`src/rtl/alu_share_if.sv`:
```
// Requester/response handshake bundle for the shared-ALU arbiter.
// master = issuing side plus response consumer; slave = the arbiter.
interface alu_share_if #(
  parameter int NREQ = 2,
  parameter int IDW  = 1
);
  logic [NREQ-1:0]       req_valid;
  logic [NREQ-1:0]       req_ready;
  logic [NREQ-1:0][3:0]  req_op;
  logic [NREQ-1:0][31:0] req_a;
  logic [NREQ-1:0][31:0] req_b;
  logic                  rsp_valid;
  logic                  rsp_ready;
  logic [IDW-1:0]        rsp_id;
  logic [31:0]           rsp_result;
  logic                  rsp_err;

  modport master (
    output req_valid, req_op, req_a, req_b, rsp_ready,
    input  req_ready, rsp_valid, rsp_id, rsp_result, rsp_err
  );
  modport slave (
    input  req_valid, req_op, req_a, req_b, rsp_ready,
    output req_ready, rsp_valid, rsp_id, rsp_result, rsp_err
  );
endinterface

```
`src/rtl/alu_share_arbiter.sv`:
```
// Round-robin arbiter sharing one combinational ALU among NREQ requesters;
// registers the ALU result into a one-entry response buffer and keeps N/Z/V.
module alu_share_arbiter #(
  parameter int NREQ = 2,
  parameter int IDW  = 1
) (
  input  logic        clk,
  input  logic        rst_n,
  alu_share_if.slave  bus,
  output logic [31:0] alu_a,
  output logic [31:0] alu_b,
  output logic [3:0]  alu_gin,
  input  logic [31:0] alu_sum,
  output logic        status_n,
  output logic        status_z,
  output logic        status_v
);
  localparam logic [3:0] OP_AND = 4'b0000, OP_OR  = 4'b0001, OP_ADD = 4'b0010,
                         OP_SUB = 4'b0110, OP_SLT = 4'b0111, OP_PSA = 4'b1000,
                         OP_XOR = 4'b1001, OP_NOR = 4'b1010;

  logic [IDW-1:0] ptr, gnt, rsp_id_q;
  logic           gnt_vld, can_accept, op_ok, v_nxt;
  logic           rsp_valid_q, rsp_err_q;
  logic [31:0]    rsp_result_q, a_q, b_q;
  logic [3:0]     gin_q;
  int             idx;

  assign can_accept = !rsp_valid_q || bus.rsp_ready;

  // Grant is gated by rst_n so every output reads 0 while reset is held.
  always_comb begin
    gnt_vld = 1'b0;
    gnt     = '0;
    idx     = 0;
    if (rst_n && can_accept) begin
      for (int k = 0; k < NREQ; k++) begin
        idx = int'(ptr) + k;
        if (idx >= NREQ) idx = idx - NREQ;
        if (!gnt_vld && bus.req_valid[idx]) begin
          gnt_vld = 1'b1;
          gnt     = IDW'(idx);
        end
      end
    end
  end

  for (genvar i = 0; i < NREQ; i++) begin : g_rdy
    assign bus.req_ready[i] = gnt_vld && (int'(gnt) == i);
  end

  // Ungranted cycles replay the last issued operands so the ALU input is quiet.
  assign alu_a   = gnt_vld ? bus.req_a[gnt]  : a_q;
  assign alu_b   = gnt_vld ? bus.req_b[gnt]  : b_q;
  assign alu_gin = gnt_vld ? bus.req_op[gnt] : gin_q;

  always_comb begin
    op_ok = 1'b0;
    v_nxt = 1'b0;
    case (alu_gin)
      OP_AND, OP_OR, OP_SLT, OP_PSA, OP_XOR, OP_NOR: op_ok = 1'b1;
      OP_ADD: begin
        op_ok = 1'b1;
        v_nxt = (alu_a[31] & alu_b[31] & ~alu_sum[31]) | (~alu_a[31] & ~alu_b[31] & alu_sum[31]);
      end
      OP_SUB: begin
        op_ok = 1'b1;
        v_nxt = (alu_a[31] & ~alu_b[31] & ~alu_sum[31]) | (~alu_a[31] & alu_b[31] & alu_sum[31]);
      end
      default: ;
    endcase
  end

  always_ff @(posedge clk or negedge rst_n) begin
    if (!rst_n) begin
      ptr          <= '0;
      rsp_valid_q  <= 1'b0;
      rsp_id_q     <= '0;
      rsp_result_q <= '0;
      rsp_err_q    <= 1'b0;
      a_q          <= '0;
      b_q          <= '0;
      gin_q        <= '0;
      status_n     <= 1'b0;
      status_z     <= 1'b0;
      status_v     <= 1'b0;
    end else if (gnt_vld) begin
      rsp_valid_q  <= 1'b1;
      rsp_id_q     <= gnt;
      rsp_result_q <= op_ok ? alu_sum : 32'd0;
      rsp_err_q    <= !op_ok;
      ptr          <= (int'(gnt) == NREQ - 1) ? '0 : gnt + 1'b1;
      a_q          <= alu_a;
      b_q          <= alu_b;
      gin_q        <= alu_gin;
      if (op_ok) begin
        status_n <= alu_sum[31];
        status_z <= (alu_sum == 32'd0);
        status_v <= v_nxt;
      end
    end else if (rsp_valid_q && bus.rsp_ready) begin
      rsp_valid_q <= 1'b0;
    end
  end

  assign bus.rsp_valid  = rsp_valid_q;
  assign bus.rsp_id     = rsp_id_q;
  assign bus.rsp_result = rsp_result_q;
  assign bus.rsp_err    = rsp_err_q;
endmodule

```
`src/flat_wrapper.sv`:
```
// flat-port wrapper written by rule: the top's interface ports become plain ports
module alu_share_arbiter_flat 
#(
  parameter int NREQ = 2,
  parameter int IDW  = 1
)
  (clk, rst_n, alu_a, alu_b, alu_gin, alu_sum, status_n, status_z, status_v, bus_req_valid, bus_req_op, bus_req_a, bus_req_b, bus_rsp_ready, bus_req_ready, bus_rsp_valid, bus_rsp_id, bus_rsp_result, bus_rsp_err);
  alu_share_if #(.NREQ(NREQ), .IDW(IDW)) bus_i ();
  input  logic clk;
  input  logic rst_n;
  output logic [31:0] alu_a;
  output logic [31:0] alu_b;
  output logic [3:0] alu_gin;
  input  logic [31:0] alu_sum;
  output logic status_n;
  output logic status_z;
  output logic status_v;
  input wire logic [$bits(bus_i.req_valid)-1:0] bus_req_valid;
  input wire logic [$bits(bus_i.req_op)-1:0] bus_req_op;
  input wire logic [$bits(bus_i.req_a)-1:0] bus_req_a;
  input wire logic [$bits(bus_i.req_b)-1:0] bus_req_b;
  input wire logic [$bits(bus_i.rsp_ready)-1:0] bus_rsp_ready;
  output wire logic [$bits(bus_i.req_ready)-1:0] bus_req_ready;
  output wire logic [$bits(bus_i.rsp_valid)-1:0] bus_rsp_valid;
  output wire logic [$bits(bus_i.rsp_id)-1:0] bus_rsp_id;
  output wire logic [$bits(bus_i.rsp_result)-1:0] bus_rsp_result;
  output wire logic [$bits(bus_i.rsp_err)-1:0] bus_rsp_err;
  assign bus_i.req_valid = bus_req_valid;
  assign bus_i.req_op = bus_req_op;
  assign bus_i.req_a = bus_req_a;
  assign bus_i.req_b = bus_req_b;
  assign bus_i.rsp_ready = bus_rsp_ready;
  assign bus_req_ready = bus_i.req_ready;
  assign bus_rsp_valid = bus_i.rsp_valid;
  assign bus_rsp_id = bus_i.rsp_id;
  assign bus_rsp_result = bus_i.rsp_result;
  assign bus_rsp_err = bus_i.rsp_err;
  alu_share_arbiter #(.NREQ(NREQ), .IDW(IDW)) u_core (.clk(clk), .rst_n(rst_n), .bus(bus_i), .alu_a(alu_a), .alu_b(alu_b), .alu_gin(alu_gin), .alu_sum(alu_sum), .status_n(status_n), .status_z(status_z), .status_v(status_v));
endmodule
```
`config.mk`:
```
export PLATFORM = sky130hd
export DESIGN_NAME = alu_share_arbiter_flat
export DESIGN_NICKNAME = d
export VERILOG_FILES = /design/src/rtl/alu_share_if.sv /design/src/rtl/alu_share_arbiter.sv /design/src/flat_wrapper.sv
export SDC_FILE = /design/constraint.sdc
export NUM_CORES = 1
export LEC_CHECK = 0
export CORE_UTILIZATION = 33
export DETAILED_ROUTE_END_ITERATION = 16
export GPL_TIMING_DRIVEN = 0
export HOLD_SLACK_MARGIN = 0.06
export PLACE_DENSITY = 0.7
export SYNTH_ARGS = -nofsm -noshare
export SYNTH_HDL_FRONTEND = slang
export SYNTH_SLANG_ARGS = --single-unit
export TNS_END_PERCENT = 5
```
`constraint.sdc`:
```
create_clock -name clk -period 2.85 [get_ports clk]
set_clock_uncertainty 0.05 [all_clocks]
set_input_delay 0.57 -clock clk [delete_from_list [all_inputs] [get_ports clk]]
set_output_delay 0.57 -clock clk [all_outputs]
set_load 0.01 [all_outputs]
```
Word-level counts from Yosys, hierarchy flattened
Cells that the tools add are included.
Storage, ports and cells
  word-level logic and storage cells: 87
  memories kept: 0
  ROM bits: 0
  bits in latches: 0
  RAM bits: 0
  flip-flop bits (word level): 107
Operators by class
  bitwise operators: 14
  muxes and demuxes: 32
  add/subtract/negate cells: 4
  multipliers: 0
  eq/ne operators: 7
  magnitude comparators: 5
  reductions and logical operators: 14
  shift-type cells: 0
  div/mod/pow operators: 0
Operators by type and width (number)
  2-to-1 mux 32 bit: 11
  < comparator 32 x 3 -> 1 bit, second input constant: 2
  greater-or-equal comparator 32 x 3 -> 1 bit, second input constant: 1
  zero test 32 bit: 1
  subtractor 32 x 3 -> 32 bit, second input constant: 1
  2-to-1 mux 1 bit: 17
  equality test 4 bit, second input constant: 3
  2-to-1 mux 4 bit: 3
  bitwise AND 1 bit: 8
  equality test 4 x 3 -> 1 bit, second input constant: 2
  OR reduction 8 bit: 1
  logical AND 1 bit: 5
  equality test 4 x 1 -> 1 bit, second input constant: 1
  equality test 4 x 2 -> 1 bit, second input constant: 1
  zero test 4 bit: 1
  NOT 1 bit: 4
  zero test 1 bit: 3
  subtractor 1 x 2 -> 3 bit, second input constant: 1
  adder 1 x 1 -> 2 bit, second input constant: 1
  greater-or-equal comparator 1 x 2 -> 1 bit, second input constant: 1
  < comparator 1 x 2 -> 1 bit, second input constant: 1
  OR 1 bit: 2
  case mux 1 bit (2 select lines): 1
  AND reduction 2 bit: 1
  3 further kinds: 3

Longest topological paths before layout
  depth in word-level cells: 21
  mapped depth: 9
  mapped depth without buffers: 6

Worst setup path before layout
OpenSTA, ideal clock, no wires.
  kind: input-to-output
  start: in bus_rsp_ready
  end: out alu_b[0]
  path buffers: 4
  arrival: 2147 ps
  stages on the path: 7
  data required time: 2230 ps
  path slack: 83 ps
  path through: nand2b_4 buf_6 o2111a_1 clkbuf_1 clkbuf_1 buf_1 a221o_1
Between the ends
  longest elaborated chain between the ends: 6
Ends and longest elaborated chain
  from (decl): line flat_wrapper.sv:22  | input wire logic [$bits(bus_i.rsp_ready)-1:0] bus_rsp_ready;
  logical OR 1 bit (*): line alu_share_arbiter.sv:29  | assign can_accept = !rsp_valid_q || bus.rsp_ready;
  logical AND 1 bit (*): line alu_share_arbiter.sv:36  | if (rst_n && can_accept) begin
  2-to-1 mux 1 bit: line alu_share_arbiter.sv:36
  2-to-1 mux 32 bit (implied by the code) (2 in a row): line alu_share_arbiter.sv:54  | assign alu_b = gnt_vld ? bus.req_b[gnt] : b_q;
  2-to-1 mux 32 bit (*): line alu_share_arbiter.sv:54
  to (decl): line flat_wrapper.sv:12  | output logic [31:0] alu_b;
Every way passes the cells marked *; elsewhere a longest branch is shown, timed or not. The select of a mux whose other input is x is not followed.

Final worst setup path
  start: in bus_rsp_ready
  end: out alu_a[27]
Between the ends
  longest elaborated chain between the ends: 6
Ends and longest elaborated chain
  logical OR 1 bit (*): line alu_share_arbiter.sv:29
  logical AND 1 bit (*): line alu_share_arbiter.sv:36
  2-to-1 mux 1 bit: line alu_share_arbiter.sv:36
  2-to-1 mux 32 bit (implied by the code) (2 in a row): line alu_share_arbiter.sv:53  | assign alu_a = gnt_vld ? bus.req_a[gnt] : a_q;
  2-to-1 mux 32 bit (*): line alu_share_arbiter.sv:53
  to (decl): line flat_wrapper.sv:11  | output logic [31:0] alu_a;
Marked as above.

==> results.md <==
- Count leader, synth: a221o_1
- Clk pin slew, worst setup/hold paths: 0.06 ns
- # nets final: 923
- Cell at the root of the clock tree: clkbuf_16
- Fillers: 1331
- Commonest cells post-synth: a221o_1 (124), dfrtp_1 (107), and3_1 (61)
- RSZ-0062 raised after global routing: true
- Worst path required time: 2.23 ns
- Starting Density: 0.342
- Setup violators final: 0
- Clock period minus worst slack: 2.81 ns
- Drt first pass iters: 4
- Yosys cell types: 34
- Top post-synthesis cells by area: dfrtp_1 (51%), a221o_1 (24%), and3_1 (7.3%)
- TritonCTS buffer count: 9
- Pleak: 4.03 nW
- Most used DFF post-synth: dfrtp_1
- Core Rows: 45
- Max_slew headroom: 0.596
- Net Sw Frac: 0.305
- Logic pwr share: 0.385
- Die Area: 0.0164 mm^2
- Via count: 5495
- Buffers & Inverters on Critical Path: 4
- Share of cells above drive strength 1: 0.185
- Nature of the critical path endpoint: output pin
- Io pins: 281
- Via density: 5.69
- Area Growth Syn to Fin: 68.7%
- Final Wtd Congestion: 0.829
- Top cell type's share of synthesized area: 0.511
- TritonCTS clock tree: built
- Largest net degree at the start of global routing: 44
- Final count of pins violating max slew: 0
- Core footprint: 0.0153 mm^2
- Fmax achieved: 355 MHz
- Crit-path max cell delay: 0.38 ns
- Die Ht: 128 um
- Post-Syn Nets: 611
- Initial antenna violation count: 0
- # DRC: 0
- CP max-delay cell: a221o_1
- Sw power: 1.60 mW
- Wirelength per Cell: 20.7 um
- Power Dens Cells: 592 mW/mm^2
- Vias in the first global route: 5678
- Reg area: 0.00268 mm^2
- First-pass GRT wire length: 30500 um
- Sequential share of the synthesized area: 0.511
- DPL Wire Length: 14400 um
- GRT Residual Overflow: 0
- CP Class: input port to output pin
- Asr flop ratio synth: 1.00
- Critical path's top delay family: buffers and inverters
- Mapped Area: 0.00524 mm^2
- Hold Path Class: input port to async pin
- Clk Latency, worst-skew pair: 0.34 ns
- Flops & latches, synth: 107
- Cell Chain, Critical Path: dlygate4sd2_1 > nand2b_4 > o2111a_2 > clkbuf_16 > clkbuf_2 > a221o_1 > dlygate4sd2_1
- Seq pwr share: 0.393
- CTS sink count: 107
- Syn_area_per_cell: 12.0 um^2
- Critical path peak fanout: 10
- GRT Total Usage: 0.244
- ANT cells: 0
- Clock share of power: 0.222
- Setup tns final: 0 ns
- Multi-input logic area: 0.00232 mm^2
- Leading area contributor after synthesis: dfrtp_1
- H-tree depth: 3
- Most used cell, CP: dlygate4sd2_1
- CTS Buffer Depth: 2
- Startpoint Class: input port
- Antenna Nets Post-Route: 0
- Post-synth EDFFs: 0
- Syn Inst Count: 438
- IO buf count: 280
- Highest ir drop seen on vdd: 0.290 mV
- Worst-Margin Slew: 0.606 ns
- Fin. Hold Viols: 0
- Die width: 128 um
- Post-Route WL: 20000 um
- Fin crit share: 0.987
- Status: finished clean
- Max Cap Viol: 0
- Yosys warning total: 0
- Starting DRT DRC Count: 411
- Pint: 3.63 mW
- Arrival @ worst endpoint: 2.19 ns
- Tot Pwr: 5.23 mW
registers in the layout, summed over array words and instances (netlist names):
| name | flops |
|---|---|
| u_core.bus.rsp_id | 1 |
| u_core.status_z | 1 |
| u_core.ptr | 1 |
| u_core.a_q | 32 |
| u_core.b_q | 32 |
| u_core.bus.rsp_result | 32 |
| u_core.bus.rsp_err | 1 |
| u_core.status_v | 1 |
| u_core.gin_q | 4 |
| u_core.bus.rsp_valid | 1 |
| u_core.status_n | 1 |
logic make-up (layout without fill, tap and decap cells):
group | after synthesis | count (layout) | synth area share
AO/OA/AOI/OAI | 177 | 177 | 0.322
XOR/XNOR | 1 | 1 | 0.00167
flip-flops | 107 | 107 | 0.511
buffers and inverters | 63 | 380 | 0.0547
AND/OR/NAND/NOR | 87 | 87 | 0.102
multiplexers | 3 | 3 | 0.00765
final timing paths:
path                                     start              end  slack, ns  cells after the start
worst max-delay path             bus_rsp_ready        alu_a[27]       0.04                      7
worst min-delay path                     rst_n   u_core.a_q[20]       0.13                      2
worst max register to register      u_core.ptr  u_core.status_n       0.19                     11
worst min register to register  u_core.a_q[22]   u_core.a_q[22]       0.43                      2
max in group asynchronous                rst_n  u_core.gin_q[3]       2.29                      2
min in group clk                u_core.a_q[22]   u_core.a_q[22]       0.43                      2
what timing repair did:
item	4_1_cts	5_1_grt
hold endpoints to repair	43	0
cloned	3	0
resized for setup	310	15
hold buffers	1	0
setup endpoints to repair	170	42
pin swaps	11	3
setup buffers	18	1
through the flow:
stage | area (um^2) | util | hold WS, ns | setup WS (ns) | cells
CTS | 8860 | 0.578 | 0.126 | -0.0387 | 965
detailed placement | 8330 | 0.544 | 0.411 | -2.02 | 930
global placement | 8300 | 0.542 | 0.403 | -5.58 | 929
finish | 8830 | 0.577 | 0.127 | 0.0357 | 966
floorplan | 5240 | - | 0.224 | 0.0828 | 438
global route | 8830 | 0.577 | 0.132 | -0.0102 | 966
layout by cell type (no fill, tap or decap), drive strengths merged, types with 2 or more instances in the layout:
cell and instances:
a221o 124, a222oi 3, a22o 32, a31oi 3, and3 61, buf 84, clkbuf 51, clkdlybuf4s15 12
clkdlybuf4s50 207, clkinv 3, dfrtp 107, dlygate4sd2 8, inv 13, mux2 2, nand2 4, nand4 2
nor2 6, nor4 8, o21ai 6, o22ai 3, or2 2
per-layer routing:
| metal | wire, um | part of all wire | global-route usage | up-vias |
|---|---|---|---|---|
| li1 | - | - | - | 2479 |
| met1 | 8350 | 0.42 | 0.309 | 2687 |
| met2 | 9290 | 0.46 | 0.394 | 291 |
| met3 | 1740 | 0.087 | 0.0651 | 38 |
| met4 | 655 | 0.033 | 0.103 | 0 |
| met5 | 0 | 0 | 0 | - |
power groups by stage:
stage / Combinational [mW] / Sequential, mW / Clock [mW]
finish: 2.01 / 2.05 / 1.16
global route: 2.16 / 2.09 / 1.25
CTS: 2.03 / 2.05 / 1.19
detailed placement: 2.08 / 2.05 / 0
global placement: 2.05 / 2.06 / 0
floorplan: 0.861 / 2.09 / 0
final cells by class:
cell class | count | share of cell area
clock buffers | 12 | 0.0279
repair buffers | 304 | 0.318
flip-flops and latches | 107 | 0.303
plain buffers | 47 | 0.0504
clock inverters | 4 | 0.00297
inverters | 13 | 0.00552
well taps | 211 | 0.0299
multi-input cells | 268 | 0.262
worst register-to-register path: cells and delay by family, from the launching register on:
kind / cells / cell delay (ns)
AOI/OAI and AO/OA: 4 / 1.02
buffers and inverters: 6 / 0.73
DFF: 1 / 0.43
muxes: 1 / 0.34
Power figures use the tool's default switching activity.
